**src/rtl/id_ex_stage_reg.sv**
```systemverilog
// ID/EX pipeline stage register for the 5-stage RV32I core.
//
// Captures the decode control outputs together with the PC, operand and
// immediate fields into EX. It also detects load-use hazards, inserting a
// bubble and holding IF/ID through id_stall. It applies the EX flush and
// downstream back-pressure, and neutralises the side effects of illegal
// instructions.
//
// Ports:
//   clk, rst            core clock (rising edge), async active-high reset
//   id_*                decoded instruction fields presented by ID
//   ex_flush            EX redirect: kill the ID->EX transfer
//   ex_stall            downstream back-pressure: hold EX contents
//   ex_*                registered EX copies of the id_* fields
//   ex_illegal          EX holds an illegal instruction
//   id_stall            combinational: hold PC and IF/ID this cycle
//   perf_bubble_cnt     (ID_EX_PERF_CNT_EN) saturating count of hazard bubbles
//   perf_flush_cnt      (ID_EX_PERF_CNT_EN) saturating count of flushes
//
// Optional feature macro: ID_EX_PERF_CNT_EN
module id_ex_stage_reg #(
    parameter int XLEN   = 32,
    parameter int REG_AW = 5
) (
    input  logic              clk,
    input  logic              rst,
    input  logic              id_valid,
    input  logic [XLEN-1:0]   id_pc,
    input  logic [XLEN-1:0]   id_rs1_data,
    input  logic [XLEN-1:0]   id_rs2_data,
    input  logic [XLEN-1:0]   id_imm,
    input  logic [REG_AW-1:0] id_rs1_addr,
    input  logic [REG_AW-1:0] id_rs2_addr,
    input  logic [REG_AW-1:0] id_rd_addr,
    input  logic              id_rs1_used,
    input  logic              id_rs2_used,
    input  logic [2:0]        id_func3,
    input  logic              id_alu_src,
    input  logic              id_mem_write,
    input  logic [2:0]        id_mem_load_type,
    input  logic [1:0]        id_mem_store_type,
    input  logic              id_wb_load,
    input  logic              id_wb_reg_file,
    input  logic              id_invalid_inst,
    input  logic              ex_flush,
    input  logic              ex_stall,
    output logic              ex_valid,
    output logic [XLEN-1:0]   ex_pc,
    output logic [XLEN-1:0]   ex_rs1_data,
    output logic [XLEN-1:0]   ex_rs2_data,
    output logic [XLEN-1:0]   ex_imm,
    output logic [REG_AW-1:0] ex_rs1_addr,
    output logic [REG_AW-1:0] ex_rs2_addr,
    output logic [REG_AW-1:0] ex_rd_addr,
    output logic [2:0]        ex_func3,
    output logic              ex_alu_src,
    output logic              ex_mem_write,
    output logic [2:0]        ex_mem_load_type,
    output logic [1:0]        ex_mem_store_type,
    output logic              ex_wb_load,
    output logic              ex_wb_reg_file,
    output logic              ex_illegal,
    output logic              id_stall
`ifdef ID_EX_PERF_CNT_EN
    ,
    output logic [15:0]       perf_bubble_cnt,
    output logic [15:0]       perf_flush_cnt
`endif
);

    typedef struct packed {
        logic              valid;
        logic [XLEN-1:0]   pc;
        logic [XLEN-1:0]   rs1_data;
        logic [XLEN-1:0]   rs2_data;
        logic [XLEN-1:0]   imm;
        logic [REG_AW-1:0] rs1_addr;
        logic [REG_AW-1:0] rs2_addr;
        logic [REG_AW-1:0] rd_addr;
        logic [2:0]        func3;
        logic              alu_src;
        logic              mem_write;
        logic [2:0]        mem_load_type;
        logic [1:0]        mem_store_type;
        logic              wb_load;
        logic              wb_reg_file;
        logic              illegal;
    } ex_t;

    // Bubble: everything zero except the "disabled" memory type encodings.
    function automatic ex_t bubble();
        ex_t b;
        b                = '0;
        b.mem_load_type  = 3'b111;
        b.mem_store_type = 2'b11;
        return b;
    endfunction

    ex_t  ex_q;
    ex_t  id_cap;
    logic hazard;

    always_comb begin
        hazard = ex_q.valid & ex_q.wb_load & (ex_q.rd_addr != '0) & id_valid &
                 ((id_rs1_used & (id_rs1_addr == ex_q.rd_addr)) |
                  (id_rs2_used & (id_rs2_addr == ex_q.rd_addr)));
    end

    assign id_stall = ~ex_flush & (ex_stall | hazard);

    always_comb begin
        id_cap.valid          = 1'b1;
        id_cap.pc             = id_pc;
        id_cap.rs1_data       = id_rs1_data;
        id_cap.rs2_data       = id_rs2_data;
        id_cap.imm            = id_imm;
        id_cap.rs1_addr       = id_rs1_addr;
        id_cap.rs2_addr       = id_rs2_addr;
        id_cap.rd_addr        = id_rd_addr;
        id_cap.func3          = id_func3;
        id_cap.alu_src        = id_alu_src;
        id_cap.mem_write      = id_mem_write;
        id_cap.mem_load_type  = id_mem_load_type;
        id_cap.mem_store_type = id_mem_store_type;
        id_cap.wb_load        = id_wb_load;
        id_cap.wb_reg_file    = id_wb_reg_file;
        id_cap.illegal        = 1'b0;
        // Illegal instructions travel down the pipe for trap reporting but
        // must not write memory or the register file.
        if (id_invalid_inst) begin
            id_cap.illegal        = 1'b1;
            id_cap.mem_write      = 1'b0;
            id_cap.wb_reg_file    = 1'b0;
            id_cap.wb_load        = 1'b0;
            id_cap.mem_load_type  = 3'b111;
            id_cap.mem_store_type = 2'b11;
        end
    end

    always_ff @(posedge clk or posedge rst) begin
        if (rst) begin
            ex_q <= bubble();
        end else if (ex_flush) begin
            ex_q <= bubble();
        end else if (ex_stall) begin
            ex_q <= ex_q;
        end else if (hazard || !id_valid) begin
            ex_q <= bubble();
        end else begin
            ex_q <= id_cap;
        end
    end

    assign ex_valid          = ex_q.valid;
    assign ex_pc             = ex_q.pc;
    assign ex_rs1_data       = ex_q.rs1_data;
    assign ex_rs2_data       = ex_q.rs2_data;
    assign ex_imm            = ex_q.imm;
    assign ex_rs1_addr       = ex_q.rs1_addr;
    assign ex_rs2_addr       = ex_q.rs2_addr;
    assign ex_rd_addr        = ex_q.rd_addr;
    assign ex_func3          = ex_q.func3;
    assign ex_alu_src        = ex_q.alu_src;
    assign ex_mem_write      = ex_q.mem_write;
    assign ex_mem_load_type  = ex_q.mem_load_type;
    assign ex_mem_store_type = ex_q.mem_store_type;
    assign ex_wb_load        = ex_q.wb_load;
    assign ex_wb_reg_file    = ex_q.wb_reg_file;
    assign ex_illegal        = ex_q.illegal;

`ifdef ID_EX_PERF_CNT_EN
    // A hazard bubble only counts when it actually wins the edge, i.e. no
    // flush or back-pressure overrides it.
    logic bubble_taken;
    assign bubble_taken = ~ex_flush & ~ex_stall & hazard;

    always_ff @(posedge clk or posedge rst) begin
        if (rst) begin
            perf_bubble_cnt <= '0;
            perf_flush_cnt  <= '0;
        end else begin
            if (bubble_taken && (perf_bubble_cnt != 16'hFFFF))
                perf_bubble_cnt <= perf_bubble_cnt + 16'd1;
            if (ex_flush && (perf_flush_cnt != 16'hFFFF))
                perf_flush_cnt <= perf_flush_cnt + 16'd1;
        end
    end
`endif

endmodule

```
**config.mk**
```make
export PLATFORM = sky130hd
export DESIGN_NAME = id_ex_stage_reg
export DESIGN_NICKNAME = d
export VERILOG_FILES = /design/src/rtl/id_ex_stage_reg.sv
export SDC_FILE = /design/constraint.sdc
export NUM_CORES = 1
export LEC_CHECK = 0
export ABC_CLOCK_PERIOD_IN_PS = 5600
export BUFFER_PORTS_ARGS = -buffer_cell sky130_fd_sc_hd__buf_2
export CAP_MARGIN = 20
export CORE_UTILIZATION = 45
export DETAILED_ROUTE_END_ITERATION = 10
export HOLD_SLACK_MARGIN = 0.1
export PLACE_DENSITY = 0.89
export SYNTH_ARGS = -nofsm -noshare
export SYNTH_HDL_FRONTEND = slang
export SYNTH_SLANG_ARGS = --single-unit
export TNS_END_PERCENT = 100
```
**constraint.sdc**
```tcl
create_clock -name clk -period 5.6 [get_ports clk]
set_clock_uncertainty 0.1 [all_clocks]
set_input_delay 0.28 -clock clk [delete_from_list [all_inputs] [get_ports clk]]
set_output_delay 0.28 -clock clk [all_outputs]
set_load 0.02 [all_outputs]
```
# Word level (Yosys, flattened, before mapping)
# Index checks and enable logic that the tools add are counted.
# Widths: inputs -> output; s select.
totals:
  out_inout_bits: 158
  elab_cells: 36
  reg_bits: 157
  in_bits: 163
op_classes:
  n_mux: 4
  n_bitwise: 10
  eq_ne: 3
  n_reduce_logical: 3
op_table:
  columns: ["cell", "count"]
  rows:
  - ["$mux 157", 3]
  - ["$eq 5x5->1", 2]
  - ["$mux 9", 1]
  - ["$and 1x1->1", 7]
  - ["$reduce_bool 5->1", 1]
  - ["$ne 2x2->1 const B", 1]
  - ["$or 1x1->1", 2]
  - ["$logic_not 1->1", 1]
  - ["$logic_or 1x1->1", 1]
  - ["$not 1->1", 1]

# Longest topological paths before layout
logic_depth:
  ltp_word: 8
  mapped_depth: 6
  depth_no_buf: 4

# Least setup slack after synthesis
# Ideal clock, no wire load.
synth_timing:
  path_type: "register to output"
  startpoint: "register ex_q (netlist bit ex_rd_addr[1])"
  endpoint: "output port id_stall"
  required_ns: 5.220
  arrival_ns: 1.756
  stages_incl_launch_ff: 6
  n_path_buf: 2
  path_slack_ns: 3.464
  cell_sequence: "dfrtp_1 > or4_1 > o2111ai_2 > buf_4 > buf_4 > o31ai_1"
synth_between:
  elab_chain_len: 6
  elab_cells_between_ends: 11
  classes_between: "2 x eq/ne; 8 x bitwise; 1 x reduce/logical"
synth_rtl:
  columns: ["element", "line_no", "rtl"]
  rows:
  - ["start, declared", "99", "ex_t ex_q;"]
  - ["start signal, assigned", "142", "ex_q <= bubble();"]
  - ["start signal, assigned", "144", "ex_q <= bubble();"]
  - ["start signal, assigned", "146", "ex_q <= ex_q;"]
  - ["$eq 5x5->1, or another cell as far along", "105", "((id_rs1_used & (id_rs1_addr == ex_q.rd_addr)) |"]
  - ["$and 1x1->1, on equally long branches", "105, 104, 106", null]
  - ["$or 1x1->1 or $and 1x1->1 (tied branches)", "105, 104", null]
  - ["$and 1x1->1 (*)", "104", "hazard = ex_q.valid & ex_q.wb_load & (ex_q.rd_addr != '0) & id_valid &"]
  - ["$or 1x1->1 (*)", "109", "assign id_stall = ~ex_flush & (ex_stall | hazard);"]
  - ["$and 1x1->1 (*)", "109", null]
  - ["end, declared", "63", "output logic id_stall"]
# Mark *: on every way between the ends. The rest lies on a longest branch, timed or not.

# Final worst setup path
# Same ends and word-level chain as after synthesis.

==> results.sh <==
export IMPL_yosysTopAreaCell="dfrtp_1"
export IMPL_dr_total_vias=8357
export IMPL_pre_cts_ws_ns=3.05
export IMPL_ctsHtreeMaxLevel=4
export IMPL_hold_viol=0
export IMPL_rsz0062_at_grt="no"
export IMPL_ctsHoldBuffers=153
export IMPL_p_leak_nw=5.08
export IMPL_crit_fanout=78
export IMPL_yosysMostFrequentCell="nand2_1"
export IMPL_seq_area_mm2=0.00394
export IMPL_antenna_left=0
export IMPL_avgRoutedWirePerCell_um=18.7
export IMPL_tns_ns=0
export IMPL_cts_tree="done"
export IMPL_syn_inst=739
export IMPL_async_flop_share_pct=100
export IMPL_cts_made_buffers=17
export IMPL_rows=46
export IMPL_power_density_mw_per_mm2=268
export IMPL_grt_pass1_wl_um=39500
export IMPL_numPortBuffers=320
export IMPL_drt_iter0_markers=820
export IMPL_drive_gt1_share_pct=31.9
export IMPL_internal_power_w=0.00209
export IMPL_hp_start="id_mem_write"
export IMPL_yosysTopAreaCellShare_pct=52.3
export IMPL_dp_hpwl_um=13700
export IMPL_overflow=0
export IMPL_cp_start_kind="flop"
export IMPL_worst_pin_slew_ns=0.953
export IMPL_setup_violations_final=0
export IMPL_rr_worst_depth=5
export IMPL_syn_to_final_growth_pct=51.4
export IMPL_hold_class="input pin to flop"
export IMPL_grt_pass1_vias=7958
export IMPL_holdPathStages=4
export IMPL_postLayoutSetupSlackWorst_ns=2.57
export IMPL_crit_type="flop to output port"
export IMPL_cts_root_buf="clkbuf_16"
export IMPL_crit_required_ns=5.22
export IMPL_layout_nets=1320
export IMPL_switching_share_pct=29.2
export IMPL_multi_input_area_mm2=0.00300
export IMPL_slew_headroom_pct=36.4
export IMPL_nFillCells=1017
export IMPL_status="completed"
export IMPL_holdPathEnd="ex_mem_write"
export IMPL_die_x_um=129
export IMPL_cts_setup_buffers=0
export IMPL_antenna_found_initial=1
export IMPL_ys_types=26
export IMPL_routed_wirelength_um=26000
export IMPL_synth_area_per_cell_um2=9.85
export IMPL_start_util_pct=46.0
export IMPL_synth_edf_count=0
export IMPL_routabilityCongestion=0.893
export IMPL_fin_crit_sh_pct=54.2
export IMPL_reg2reg_from="ex_rd_addr[1]"
export IMPL_worstPathArrival_ns=2.65
export IMPL_synth_flop_cell="dfrtp_1"
export IMPL_grt_max_degree=159
export IMPL_combPwrFrac_pct=18.8
export IMPL_synthTopCellsByArea="dfrtp_1, a32oi_1, nand2_1"
export IMPL_endpoint_kind="output port"
export IMPL_die_y_um=129
export IMPL_dieArea_mm2=0.0167
export IMPL_vdd_drop_max_uv=181
export IMPL_syn_nets=902
export IMPL_seq_power_share_pct=42.8
export IMPL_r2r_end="ex_rs1_data[15]"
export IMPL_seq_area_frac_synth_pct=54.1
export IMPL_clock_sinks=157
export IMPL_rrSetupSlack_ns=3.01
export IMPL_finalMaxSlewViolations=0
export IMPL_insertion_delay_ns=0.42
export IMPL_final_area_mm2=0.0110
export IMPL_synth_area_mm2=0.00728
export IMPL_grt_util_all_layers_pct=30.1
export IMPL_synth_top_cells_by_count="nand2_1, dfrtp_1, a32oi_1, o21ai_0, o21ai_1"
export IMPL_max_freq_ghz=0.330
export IMPL_place_area_mm2=0.00891
export IMPL_cap_violations=0
export IMPL_cts_repair_resized=0
export IMPL_p_sw_w=0.000865
export IMPL_clk_path_buf_depth=2
export IMPL_ys_warn_count=0
export IMPL_core_area_mm2=0.0158
export IMPL_dr_pass1_iters=6
export IMPL_total_power_w=0.00296
export IMPL_clkTransAtPathRegs_ns=0.06
export IMPL_fin_crit_ns=3.03
export IMPL_via_per_inst=6.02
export IMPL_p_clk_share_pct=38.4
export IMPL_ys_seq_elements=157
export IMPL_boundaryPins=321
export IMPL_drc=0
==> area by class of cell <==
type	instances	area share (%)
clock buffers	21	4.27
diodes	2	0.0454
clock inverters	11	0.965
well taps	216	2.45
flip-flops and latches	157	35.7
multi-input cells	496	27.2
repair buffers	484	29.3
inverters	1	0.0795
==> state kept, by name, summed over array words and instances, names as in the netlist <==
name,cells
ex_rd_addr,5
ex_valid,1
ex_wb_reg_file,1
ex_imm,32
ex_rs2_data,32
ex_pc,32
ex_rs1_addr,5
ex_rs2_addr,5
ex_alu_src,1
ex_mem_load_type,3
ex_illegal,1
ex_func3,3
ex_mem_write,1
ex_mem_store_type,2
ex_wb_load,1
ex_rs1_data,32
==> cells in the final DEF (no fill, tap or decap), drive strengths merged, types with 2 or more instances in the layout <==
master and count:
clkinvlp 3, diode 2, inv 4, a21oi 5, clkinv 4, a32oi 151, xnor2 10, o2bb2ai 5
buf 331, clkbuf 21, o21ai 152, nor2b 4, nand4 2, nor3 5, dfrtp 152, nand2 153
dlygate4sd3 153, dfstp 5
==> cell families after synthesis <==
logic type	after synthesis	synth area share [%]
AO/OA/AOI/OAI	318	30.3
XOR/XNOR	10	1.20
buffers and inverters	86	5.23
flip-flops	157	54.1
AND/OR/NAND/NOR	168	9.23
==> worst max-delay path: stages, from the launching register on <==
cell and delay [ns]:
dfrtp_1 0.44, or4_1 0.61, o2111ai_4 0.21, buf_4 0.65
o31ai_1 0.10, buf_2 0.19
==> how the worst max path moves through the flow <==
stage | startpoint | endpoint | cells after the start
finish | ex_rd_addr[1] | id_stall | 5
global route | ex_rd_addr[1] | id_stall | 5
CTS | ex_rd_addr[1] | id_stall | 5
detailed placement | ex_rd_addr[1] | id_stall | 5
global placement | ex_rd_addr[1] | id_stall | 5
floorplan | rst | ex_alu_src | 1
==> layer usage <==
metal | up-vias | GRT usage (%) | routed length [um]
li1 | 3655 | - | -
met1 | 3987 | 35.0 | 9520
met2 | 585 | 50.1 | 13000
met3 | 130 | 7.31 | 2080
met4 | 0 | 18.8 | 1400
met5 | - | 0 | 0
==> per-stage QoR <==
step / std cells / util (%) / hold slack, ns
after global placement: 1201 / 56.3 / 0.0904
after global routing: 1387 / 69.6 / 0.164
final: 1388 / 69.6 / 0.154
after CTS: 1386 / 69.6 / 0.132
after detailed placement: 1201 / 56.3 / 0.0932
after floorplan: 739 / - / 0.307
==> power by group through the flow <==
stage                     logic, W  registers, W  clock network [W]
after floorplan           0.000155       0.00137                  0
after CTS                 0.000539       0.00126            0.00115
final                     0.000556       0.00127            0.00114
after global placement    0.000442       0.00128                  0
after detailed placement  0.000456       0.00128                  0
after global routing      0.000595       0.00127            0.00120
No activity file was read; power rests on OpenSTA's default activity.
